## src/rtl/gat_bridge_pkg.sv

```systemverilog
// Shared definitions for the GAT host BRAM bridge: load FSM states,
// default byte-offset width and the expect-vector slice helper.
package gat_bridge_pkg;

    typedef enum logic [1:0] {
        IDLE = 2'd0,
        LOAD = 2'd1,
        DONE = 2'd2
    } state_t;

    localparam int BYTE_OFS_DEF = 2;

    // LSB position of channel ch inside a packed per-channel counter vector
    function automatic int exp_lsb(input int ch, input int cnt_w);
        return ch * cnt_w;
    endfunction

endpackage

```

## src/rtl/gat_bridge_rd_pipe.sv

```systemverilog
// Read-request delay line: carries {valid, channel} through DEPTH
// register stages so the read-back mux lines up with core BRAM latency.
module gat_bridge_rd_pipe
    import gat_bridge_pkg::*;
#(
    parameter int DEPTH = 3,
    parameter int WIDTH = 3
) (
    input  logic             clk,
    input  logic             rst_n,
    input  logic [WIDTH-1:0] din,
    output logic [WIDTH-1:0] dout
);

    logic [WIDTH-1:0] data_p [DEPTH];

    // Shift the request payload one stage per clock
    always_ff @(posedge clk or negedge rst_n) begin
        if (!rst_n) begin
            for (int i = 0; i < DEPTH; i++) data_p[i] <= '0;
        end else begin
            data_p[0] <= din;
            for (int i = 1; i < DEPTH; i++) data_p[i] <= data_p[i-1];
        end
    end

    assign dout = data_p[DEPTH-1];

endmodule

```

## src/rtl/gat_bram_host_bridge.sv

```systemverilog
// Host-side BRAM access bridge for the GAT core. Steers host writes to
// one of NUM_CH core load ports, tracks per-channel load progress and
// serves pipelined read-back from the core result ports.
// Optional build macro: GAT_BRIDGE_DEBUG_EN enables the dropped-write
// counter on dbg_drop_cnt (tied to 0 otherwise).
module gat_bram_host_bridge
    import gat_bridge_pkg::*;
#(
    parameter int NUM_CH      = 3,
    parameter int DATA_W      = 32,
    parameter int ADDR_W      = 18,
    parameter int BYTE_OFS    = BYTE_OFS_DEF,
    parameter int CNT_W       = 18,
    parameter int CORE_RD_LAT = 2,
    parameter int CH_W        = (NUM_CH > 1) ? $clog2(NUM_CH) : 1
) (
    input  logic                       clk,
    input  logic                       rst_n,
    input  logic                       cfg_start,
    input  logic [NUM_CH*CNT_W-1:0]    cfg_expect,
    input  logic                       host_ena,
    input  logic                       host_wea,
    input  logic [CH_W-1:0]            host_ch,
    input  logic [ADDR_W+BYTE_OFS-1:0] host_addr,
    input  logic [DATA_W-1:0]          host_din,
    output logic [NUM_CH-1:0]          bram_ena,
    output logic [NUM_CH-1:0]          bram_wea,
    output logic [ADDR_W-1:0]          bram_addra,
    output logic [DATA_W-1:0]          bram_din,
    output logic [NUM_CH-1:0]          load_done,
    output logic                       all_loaded,
    output logic                       wr_overflow,
    output logic                       wr_unaligned,
    input  logic                       host_rd_en,
    input  logic [CH_W-1:0]            host_rd_ch,
    input  logic [ADDR_W+BYTE_OFS-1:0] host_rd_addr,
    output logic [ADDR_W-1:0]          core_rd_addr,
    input  logic [NUM_CH*DATA_W-1:0]   core_rd_data,
    output logic [DATA_W-1:0]          host_rd_data,
    output logic                       host_rd_valid,
    output logic [31:0]                dbg_drop_cnt
);

    state_t             state_q, state_d;
    logic [CNT_W-1:0]   cnt_q    [NUM_CH];
    logic [CNT_W-1:0]   expect_q [NUM_CH];
    logic [CNT_W-1:0]   sel_cnt, sel_exp;
    logic [NUM_CH-1:0]  ch_onehot;
    logic               wr_req, in_load, ch_ok, has_room;
    logic               accept, ovf_hit, una_hit;
    logic [ADDR_W-1:0]  wr_word, rd_word;
    logic               unused_rd_ofs;

    logic [CH_W:0]      rd_pipe_in, rd_pipe_out;
    logic               rd_vld_p;
    logic [CH_W-1:0]    rd_ch_p;
    logic [DATA_W-1:0]  rd_sel;

    assign wr_word       = host_addr[ADDR_W+BYTE_OFS-1:BYTE_OFS];
    assign rd_word       = host_rd_addr[ADDR_W+BYTE_OFS-1:BYTE_OFS];
    assign unused_rd_ofs = ^host_rd_addr[BYTE_OFS-1:0];

    // Decode the write target channel and pick its counter/limit
    always_comb begin
        sel_cnt   = '0;
        sel_exp   = '0;
        ch_onehot = '0;
        for (int i = 0; i < NUM_CH; i++) begin
            if (host_ch == CH_W'(i)) begin
                sel_cnt      = cnt_q[i];
                sel_exp      = expect_q[i];
                ch_onehot[i] = 1'b1;
            end
        end
    end

    // A cfg_start cycle re-arms the load, so any write alongside it is dropped
    assign wr_req   = host_ena & host_wea;
    assign in_load  = (state_q == LOAD) && !cfg_start;
    assign ch_ok    = |ch_onehot;
    assign has_room = sel_cnt < sel_exp;
    assign accept   = wr_req & in_load & ch_ok & has_room;
    assign ovf_hit  = wr_req & in_load & ch_ok & ~has_room;
    assign una_hit  = accept & (host_addr[BYTE_OFS-1:0] != '0);

    // Load FSM state register
    always_ff @(posedge clk or negedge rst_n) begin
        if (!rst_n) state_q <= IDLE;
        else        state_q <= state_d;
    end

    // Load FSM next-state: cfg_start re-arms from any state
    always_comb begin
        state_d = state_q;
        if (cfg_start) begin
            state_d = LOAD;
        end else begin
            unique case (state_q)
                LOAD:    if (&load_done) state_d = DONE;
                default: state_d = state_q;
            endcase
        end
    end

    assign all_loaded = (state_q == DONE);

    // Per-channel limits, accepted-write counters and sticky done flags
    always_ff @(posedge clk or negedge rst_n) begin
        if (!rst_n) begin
            for (int i = 0; i < NUM_CH; i++) begin
                cnt_q[i]    <= '0;
                expect_q[i] <= '0;
            end
            load_done <= '0;
        end else if (cfg_start) begin
            for (int i = 0; i < NUM_CH; i++) begin
                expect_q[i]  <= cfg_expect[exp_lsb(i, CNT_W) +: CNT_W];
                cnt_q[i]     <= '0;
                load_done[i] <= (cfg_expect[exp_lsb(i, CNT_W) +: CNT_W] == '0);
            end
        end else begin
            for (int i = 0; i < NUM_CH; i++) begin
                if (accept && ch_onehot[i]) cnt_q[i] <= cnt_q[i] + 1'b1;
                if (state_q == LOAD && cnt_q[i] >= expect_q[i]) load_done[i] <= 1'b1;
            end
        end
    end

    // Sticky error flags, cleared when a new load is armed
    always_ff @(posedge clk or negedge rst_n) begin
        if (!rst_n) begin
            wr_overflow  <= 1'b0;
            wr_unaligned <= 1'b0;
        end else if (cfg_start) begin
            wr_overflow  <= 1'b0;
            wr_unaligned <= 1'b0;
        end else begin
            if (ovf_hit) wr_overflow  <= 1'b1;
            if (una_hit) wr_unaligned <= 1'b1;
        end
    end

    // Register accepted writes onto the core load ports
    always_ff @(posedge clk or negedge rst_n) begin
        if (!rst_n) begin
            bram_ena   <= '0;
            bram_wea   <= '0;
            bram_addra <= '0;
            bram_din   <= '0;
        end else begin
            bram_ena <= accept ? ch_onehot : '0;
            bram_wea <= accept ? ch_onehot : '0;
            if (accept) begin
                bram_addra <= wr_word;
                bram_din   <= host_din;
            end
        end
    end

    // Launch the read address to all core channels
    always_ff @(posedge clk or negedge rst_n) begin
        if (!rst_n)          core_rd_addr <= '0;
        else if (host_rd_en) core_rd_addr <= rd_word;
    end

    assign rd_pipe_in = {host_rd_en, host_rd_ch};

    gat_bridge_rd_pipe #(
        .DEPTH (CORE_RD_LAT + 1),
        .WIDTH (CH_W + 1)
    ) u_rd_pipe (
        .clk   (clk),
        .rst_n (rst_n),
        .din   (rd_pipe_in),
        .dout  (rd_pipe_out)
    );

    assign rd_vld_p = rd_pipe_out[CH_W];
    assign rd_ch_p  = rd_pipe_out[CH_W-1:0];

    // Pick the returning channel's data; out-of-range channels read as 0
    always_comb begin
        rd_sel = '0;
        for (int i = 0; i < NUM_CH; i++) begin
            if (rd_ch_p == CH_W'(i)) rd_sel = core_rd_data[i*DATA_W +: DATA_W];
        end
    end

    // Capture read-back data with its matching valid strobe
    always_ff @(posedge clk or negedge rst_n) begin
        if (!rst_n) begin
            host_rd_valid <= 1'b0;
            host_rd_data  <= '0;
        end else begin
            host_rd_valid <= rd_vld_p;
            if (rd_vld_p) host_rd_data <= rd_sel;
        end
    end

`ifdef GAT_BRIDGE_DEBUG_EN
    logic        drop;
    logic [31:0] drop_cnt_q;

    function automatic logic [31:0] sat_inc32(input logic [31:0] v);
        return (v == 32'hFFFF_FFFF) ? v : v + 32'd1;
    endfunction

    assign drop = wr_req & ~accept;

    // Count every dropped write attempt, saturating; only reset clears it
    always_ff @(posedge clk or negedge rst_n) begin
        if (!rst_n)    drop_cnt_q <= '0;
        else if (drop) drop_cnt_q <= sat_inc32(drop_cnt_q);
    end

    assign dbg_drop_cnt = drop_cnt_q;
`else
    assign dbg_drop_cnt = '0;
`endif

endmodule
```

## config.mk

```make
export PLATFORM = sky130hd
export DESIGN_NAME = gat_bram_host_bridge
export DESIGN_NICKNAME = d
export VERILOG_FILES = /design/src/rtl/gat_bridge_pkg.sv /design/src/rtl/gat_bridge_rd_pipe.sv /design/src/rtl/gat_bram_host_bridge.sv
export SDC_FILE = /design/constraint.sdc
export NUM_CORES = 1
export LEC_CHECK = 0
export ABC_CLOCK_PERIOD_IN_PS = 9000
export CAP_MARGIN = 20
export CORE_MARGIN = 4
export CORE_UTILIZATION = 55
export DETAILED_ROUTE_END_ITERATION = 8
export DONT_BUFFER_PORTS = 1
export MAX_ROUTING_LAYER = met4
export PLACE_DENSITY_LB_ADDON = 0.15
export SLEW_MARGIN = 20
export SYNTH_ARGS = -nofsm -noshare
export SYNTH_HDL_FRONTEND = slang
export SYNTH_HIERARCHICAL = 1
export SYNTH_SLANG_ARGS = --single-unit
```

## constraint.sdc

```tcl
create_clock -name clk -period 9 [get_ports clk]
set_clock_uncertainty 0.05 [all_clocks]
set_input_delay 2.7 -clock clk [delete_from_list [all_inputs] [get_ports clk]]
set_output_delay 2.7 -clock clk [all_outputs]
set_load 0.01 [all_outputs]
```

* Word level (Yosys, flattened, before mapping)
Cells that the tools add are included. W data, S select, Z words.
Operators by class: mux-type cells 28, equality and inequality tests 6, add/sub/neg operators 3, $lt $le $gt $ge 4, bitwise operators 7, reduce and logical (&&, ||, !) cells 27
Operators with widths (number):
- $mux W18 | 9
- $mux W32 | 3
- $add A18 B1 Y18 const B | 3
- $ge A18 B18 Y1 | 3
- $logic_not A18 Y1 | 3
- $mux W54 | 1
- $reduce_bool A2 Y1 | 11
- $lt A18 B18 Y1 | 1
- $mux W1 | 10
- $logic_and A1 B1 Y1 | 7
- $and A1 B1 Y1 | 6
- $eq A2 B1 Y1 const B | 3
- $eq A2 B2 Y1 const B | 3
- $mux W2 | 3
- $mux W3 | 2
- $logic_not A2 Y1 | 2
- $reduce_and A3 Y1 | 1
- $reduce_or A3 Y1 | 1
- $reduce_and A2 Y1 | 1
- $logic_not A1 Y1 | 1
- $not A1 Y1 | 1
Storage, ports and cells: input port bits 232, output and inout bits 145, register bits 228, word-level logic and storage cells 96

* Longest topological paths before layout
depth in word-level cells 9, depth in mapped cells 15, depth with buffers taken out 10

* Cells and area by module
Netlist, hierarchy kept.
Modules (own cells, without submodules):
- gat_bram_host_bridge | area an instance 12321.8 um2, cells an instance 1288, seq. area each 5480.3 um2, times used 1
- gat_bridge_rd_pipe | area an instance 247.7 um2, cells an instance 12, seq. area each 225.2 um2, times used 1

* Worst setup path before layout
Ideal clock, no wire load.
path kind input -> register, from input host_ch[0], to register cnt_q[12] (netlist bit), path slack 2.842 ns, stages 13, buffers on the path 4, data arrival time 5.980 ns, setup time 0.128 ns, required time 8.822 ns, path through buf_2 > clkbuf_1 > clkbuf_1 > mux2i_1 > o21ai_0 > ha_1 > a211oi_1 > o21bai_1 > o311ai_4 > nand3_2 > buf_2 > nor4_1 > mux2_1
On the way: word-level cells in the longest chain between the ends 8, elaborated cells on any way between the ends 18, classes of those cells order compare: 1; eq/ne: 2; mux: 9; bitwise: 2; reduce/logical: 4
Ends and longest elaborated chain:
- start: declaration | RTL line gat_bram_host_bridge.sv:23 | input logic [CH_W-1:0] host_ch,
- $logic_not A2 Y1 | RTL line gat_bram_host_bridge.sv:69 | if (host_ch == CH_W'(i)) begin
- $mux W18 (3 in series) | RTL line gat_bram_host_bridge.sv:69
- $lt A18 B18 Y1 | RTL line gat_bram_host_bridge.sv:81 | assign has_room = sel_cnt < sel_exp;
- $and A1 B1 Y1 | RTL line gat_bram_host_bridge.sv:82 | assign accept = wr_req & in_load & ch_ok & has_room;
- $logic_and A1 B1 Y1 * | RTL line gat_bram_host_bridge.sv:123 | if (accept && ch_onehot[i]) cnt_q[i] <= cnt_q[i] + 1'b1;
- $reduce_bool A2 Y1 (no line) *
- end signal: indexed assignment | RTL line gat_bram_host_bridge.sv:123
- end: declaration | RTL line gat_bram_host_bridge.sv:45 | logic [CNT_W-1:0] cnt_q [NUM_CH];
Mark *: on every way between the ends. The rest lies on a longest branch, timed or not. A chain may end at the register's enable or synchronous reset.

* Final worst setup path
from input host_ch[1], to register bram_din[12]
On the way: word-level cells in the longest chain between the ends 6, elaborated cells on any way between the ends 16, classes of those cells order compare: 1; eq/ne: 2; mux: 9; bitwise: 2; reduce/logical: 2
Ends and longest elaborated chain:
- $logic_not A2 Y1 | RTL line gat_bram_host_bridge.sv:69
- $mux W18 (3 in series) | RTL line gat_bram_host_bridge.sv:69
- $lt A18 B18 Y1 | RTL line gat_bram_host_bridge.sv:81
- $and A1 B1 Y1 * | RTL line gat_bram_host_bridge.sv:82
- end signal: assignment | RTL line gat_bram_host_bridge.sv:155 | bram_din <= host_din;
- end: declaration | RTL line gat_bram_host_bridge.sv:29 | output logic [DATA_W-1:0] bram_din,
Marked as above.

==> impl_metrics.py <==
metrics = {
    "grt": {
        "grt_pass1_wl_mm": 53.4,
        "antenna_found_initial": 0,
        "grt_overflow_total": 0,
        "grt_use_total": 0.267,
        "grt_max_degree": 229,
        "grt_pass1_vias": 9462,
    },
    "cells_and_area": {
        "nNetsFinal": 1561,
        "nFillCells": 1946,
        "design_area_um2": 13400,
        "layout_commonest_cell": "dfrtp_1",
        "fin_cells": 1557,
        "final_util": 0.592,
        "mostFrequentLayoutCells": "dfrtp_1 (226), a21oi_1 (152), nor2_1 (101), nand2_1 (101), o21ai_0 (99)",
        "diodes": 0,
        "drive_gt1_frac": 0.102,
        "syn_to_final_growth_pct": 6.30,
    },
    "worst_setup_path": {
        "cp.required_ps": 9340,
        "crit_path_start_kind": "input port",
        "crit_path_max_fanout": 43,
        "reg2reg_depth": 10,
        "worst-endpoint-arrival_ps": 6340,
        "critPathKind": "input port to flip-flop",
        "endpoint_kind": "flip-flop",
    },
    "place": {
        "io_buffers": 0,
        "dpl.cell_count": 1512,
        "postPlaceCellArea_um2": 12500,
        "dp_hpwl_mm": 24.7,
        "gp_congestion": 0.892,
        "post-place-ws_ps": 2510,
    },
    "clocking": {
        "clock_sinks": 228,
        "cts.reportedPaths.clkPinSlew_ps": 60,
        "cts_tree": "done",
        "cts_root_buf": "clkbuf_16",
        "htree_levels": 1,
        "cts_hold_buf": 0,
        "post_cts_buffers": 0,
        "ctsResizeCount": 0,
        "clockBufferDepth": 3,
        "cts_buffers": 25,
        "clk_latency_ps": 520,
    },
    "synthesis": {
        "syn_inst": 1300,
        "seq_area_frac_synth": 0.454,
        "synth_cell_types": 52,
        "synth_edf_count": 0,
        "synth_area_leaders": "dfrtp_1 (45%), ha_1 (7.4%), mux2_2 (6.5%), a21oi_1 (6.1%), mux2i_1 (5.4%)",
        "ys_ff_latch": 228,
        "synth_async_sr_flop_share": 1.00,
        "yosysTopAreaCellShare": 0.454,
        "yosysWarningCount": 6,
        "yosysTopAreaCell": "dfrtp_1",
        "synth-main-ff-cell": "dfrtp_1",
        "syn_avg_cell_area_um2": 9.67,
        "syn_area_um2": 12600,
    },
    "run_status": {
        "status": "completed",
    },
    "drt": {
        "wl_per_cell_um": 21.5,
        "firstDrtPassIters": 5,
        "drc": 0,
        "detail-route-antenna-nets": 0,
        "wirelength_mm": 33.4,
        "num_vias": 9503,
        "first_iter_violations": 743,
        "vias_per_cell": 6.10,
    },
    "pwr": {
        "leakage_nw": 6.01,
        "power.density_nw_per_um2": 186,
        "ir_worst_vdd_mv": 0.140,
        "p_total_mw": 2.48,
    },
    "sta": {
        "setup_ws_ps": 3010,
        "worst_hold_slack_ps": 297,
        "setup-tns-final_ps": 0,
        "slew-limit-headroom": 0.360,
        "fmax_ghz": 0.167,
        "period_needed_ps": 5990,
        "timing.final.hold_violations": 0,
        "grt_setup_unrepaired": "false",
        "setup-violations-final": 0,
        "drv_slew": 0,
        "fin_crit_sh": 0.666,
        "worstMarginPinSlew_ps": 957,
    },
    "run": {
        "maxCapViolations": 0,
    },
    "worst_hold_path": {
        "holdCritPathClass": "flip-flop to flip-flop",
        "worstHoldPathCells": 0,
    },
    "die": {
        "die-area_um2": 25300,
        "core_area_um2": 22600,
        "initial_core_util": 0.557,
        "core.rowCount": 55,
        "die_x_um": 159,
        "io_pins": 377,
        "die-height_um": 159,
    },
}
==> worst paths after layout <==
check / startpoint / endpoint / slack (ps)
max: host_ch[1] / bram_din[12] / 3010
min: u_rd_pipe/data_p[6] / u_rd_pipe/data_p[3] / 300
max reg2reg: cnt_q[21] / bram_din[12] / 5130
min reg2reg: u_rd_pipe/data_p[6] / u_rd_pipe/data_p[3] / 300
max in group asynchronous: rst_n / u_rd_pipe/dout[0] / 6780
min in group asynchronous: rst_n / bram_addra[6] / 1830
==> flip-flops by register name (all words and copies together) (netlist names), 2 cells and up <==
signal and count:
cnt_q 54, expect_q 54, bram_din 32, host_rd_data 32
bram_addra 18, core_rd_addr 18, u_rd_pipe/data_p 6, bram_wea 3
load_done 3, u_rd_pipe/dout 3, state_q 2
==> cells by family after synthesis <==
logic type | Yosys count | synth area share
compound gates | 318 | 0.142
xor+xnor | 1 | 0.000697
fa+ha+maj | 74 | 0.0737
buf+inv | 175 | 0.0648
flops | 228 | 0.454
mux | 141 | 0.120
other cells | 1 | 0.000298
simple gates | 362 | 0.145
==> report_power, final <==
group | switching [mW] | total, mW | internal [mW] | leakage [nW]
clock network | 0.408 | 1.01 | 0.598 | 0.405
logic | 0.114 | 0.225 | 0.111 | 2.77
registers | 0.123 | 1.25 | 1.13 | 2.83
total | 0.645 | 2.48 | 1.84 | 6.01
==> metal layers <==
layer	GRT usage	vias to the layer above	wire length, µm
li1	-	4509	-
met1	0.348	4572	13800
met2	0.423	360	16100
met3	0.0575	62	2490
met4	0.0797	0	1060
met5	-	-	0
==> Yosys cell counts, types with 2 or more instances <==
master,n
and2_1,5
mux2i_1,68
buf_4,38
nand2b_1,3
a31oi_1,3
nand4_1,18
o21ai_0,99
o31ai_1,32
nor4b_1,2
o311ai_0,2
or4_1,35
nor4_1,15
clkbuf_1,52
nand2_1,101
a21oi_1,152
buf_1,7
a211oi_1,2
buf_2,12
and3_1,12
nor3_1,5
ha_1,74
nor2b_1,7
a21o_1,13
mux2_2,72
nand3_1,26
or3_1,16
a41oi_1,2
and4_1,6
inv_1,66
dfrtp_1,228
and4bb_1,2
nor2_1,102
a211o_1,2
o41ai_1,3
==> cell type report <==
class | instances | area [µm²] | area share
Inverter | 66 | 248 | 0.0185
Clock inverter | 12 | 116 | 0.00871
Timing Repair Buffer | 6 | 57.6 | 0.00431
Tap cell | 285 | 357 | 0.0267
Sequential cell | 228 | 5710 | 0.427
Clock buffer | 32 | 692 | 0.0518
Multi-Input combinational cell | 928 | 6180 | 0.463
==> worst max-delay path, stage by stage <==
cell	delay (ps)
nor2b_2	210
buf_4	350
nand2_1	90
o21ai_0	90
ha_1	270
a211oi_1	270
o21bai_1	190
o311ai_4	420
nand3_2	160
nor2_4	780
buf_4	380
mux2_2	360
Note: power is estimated with default switching activity, not from simulation.
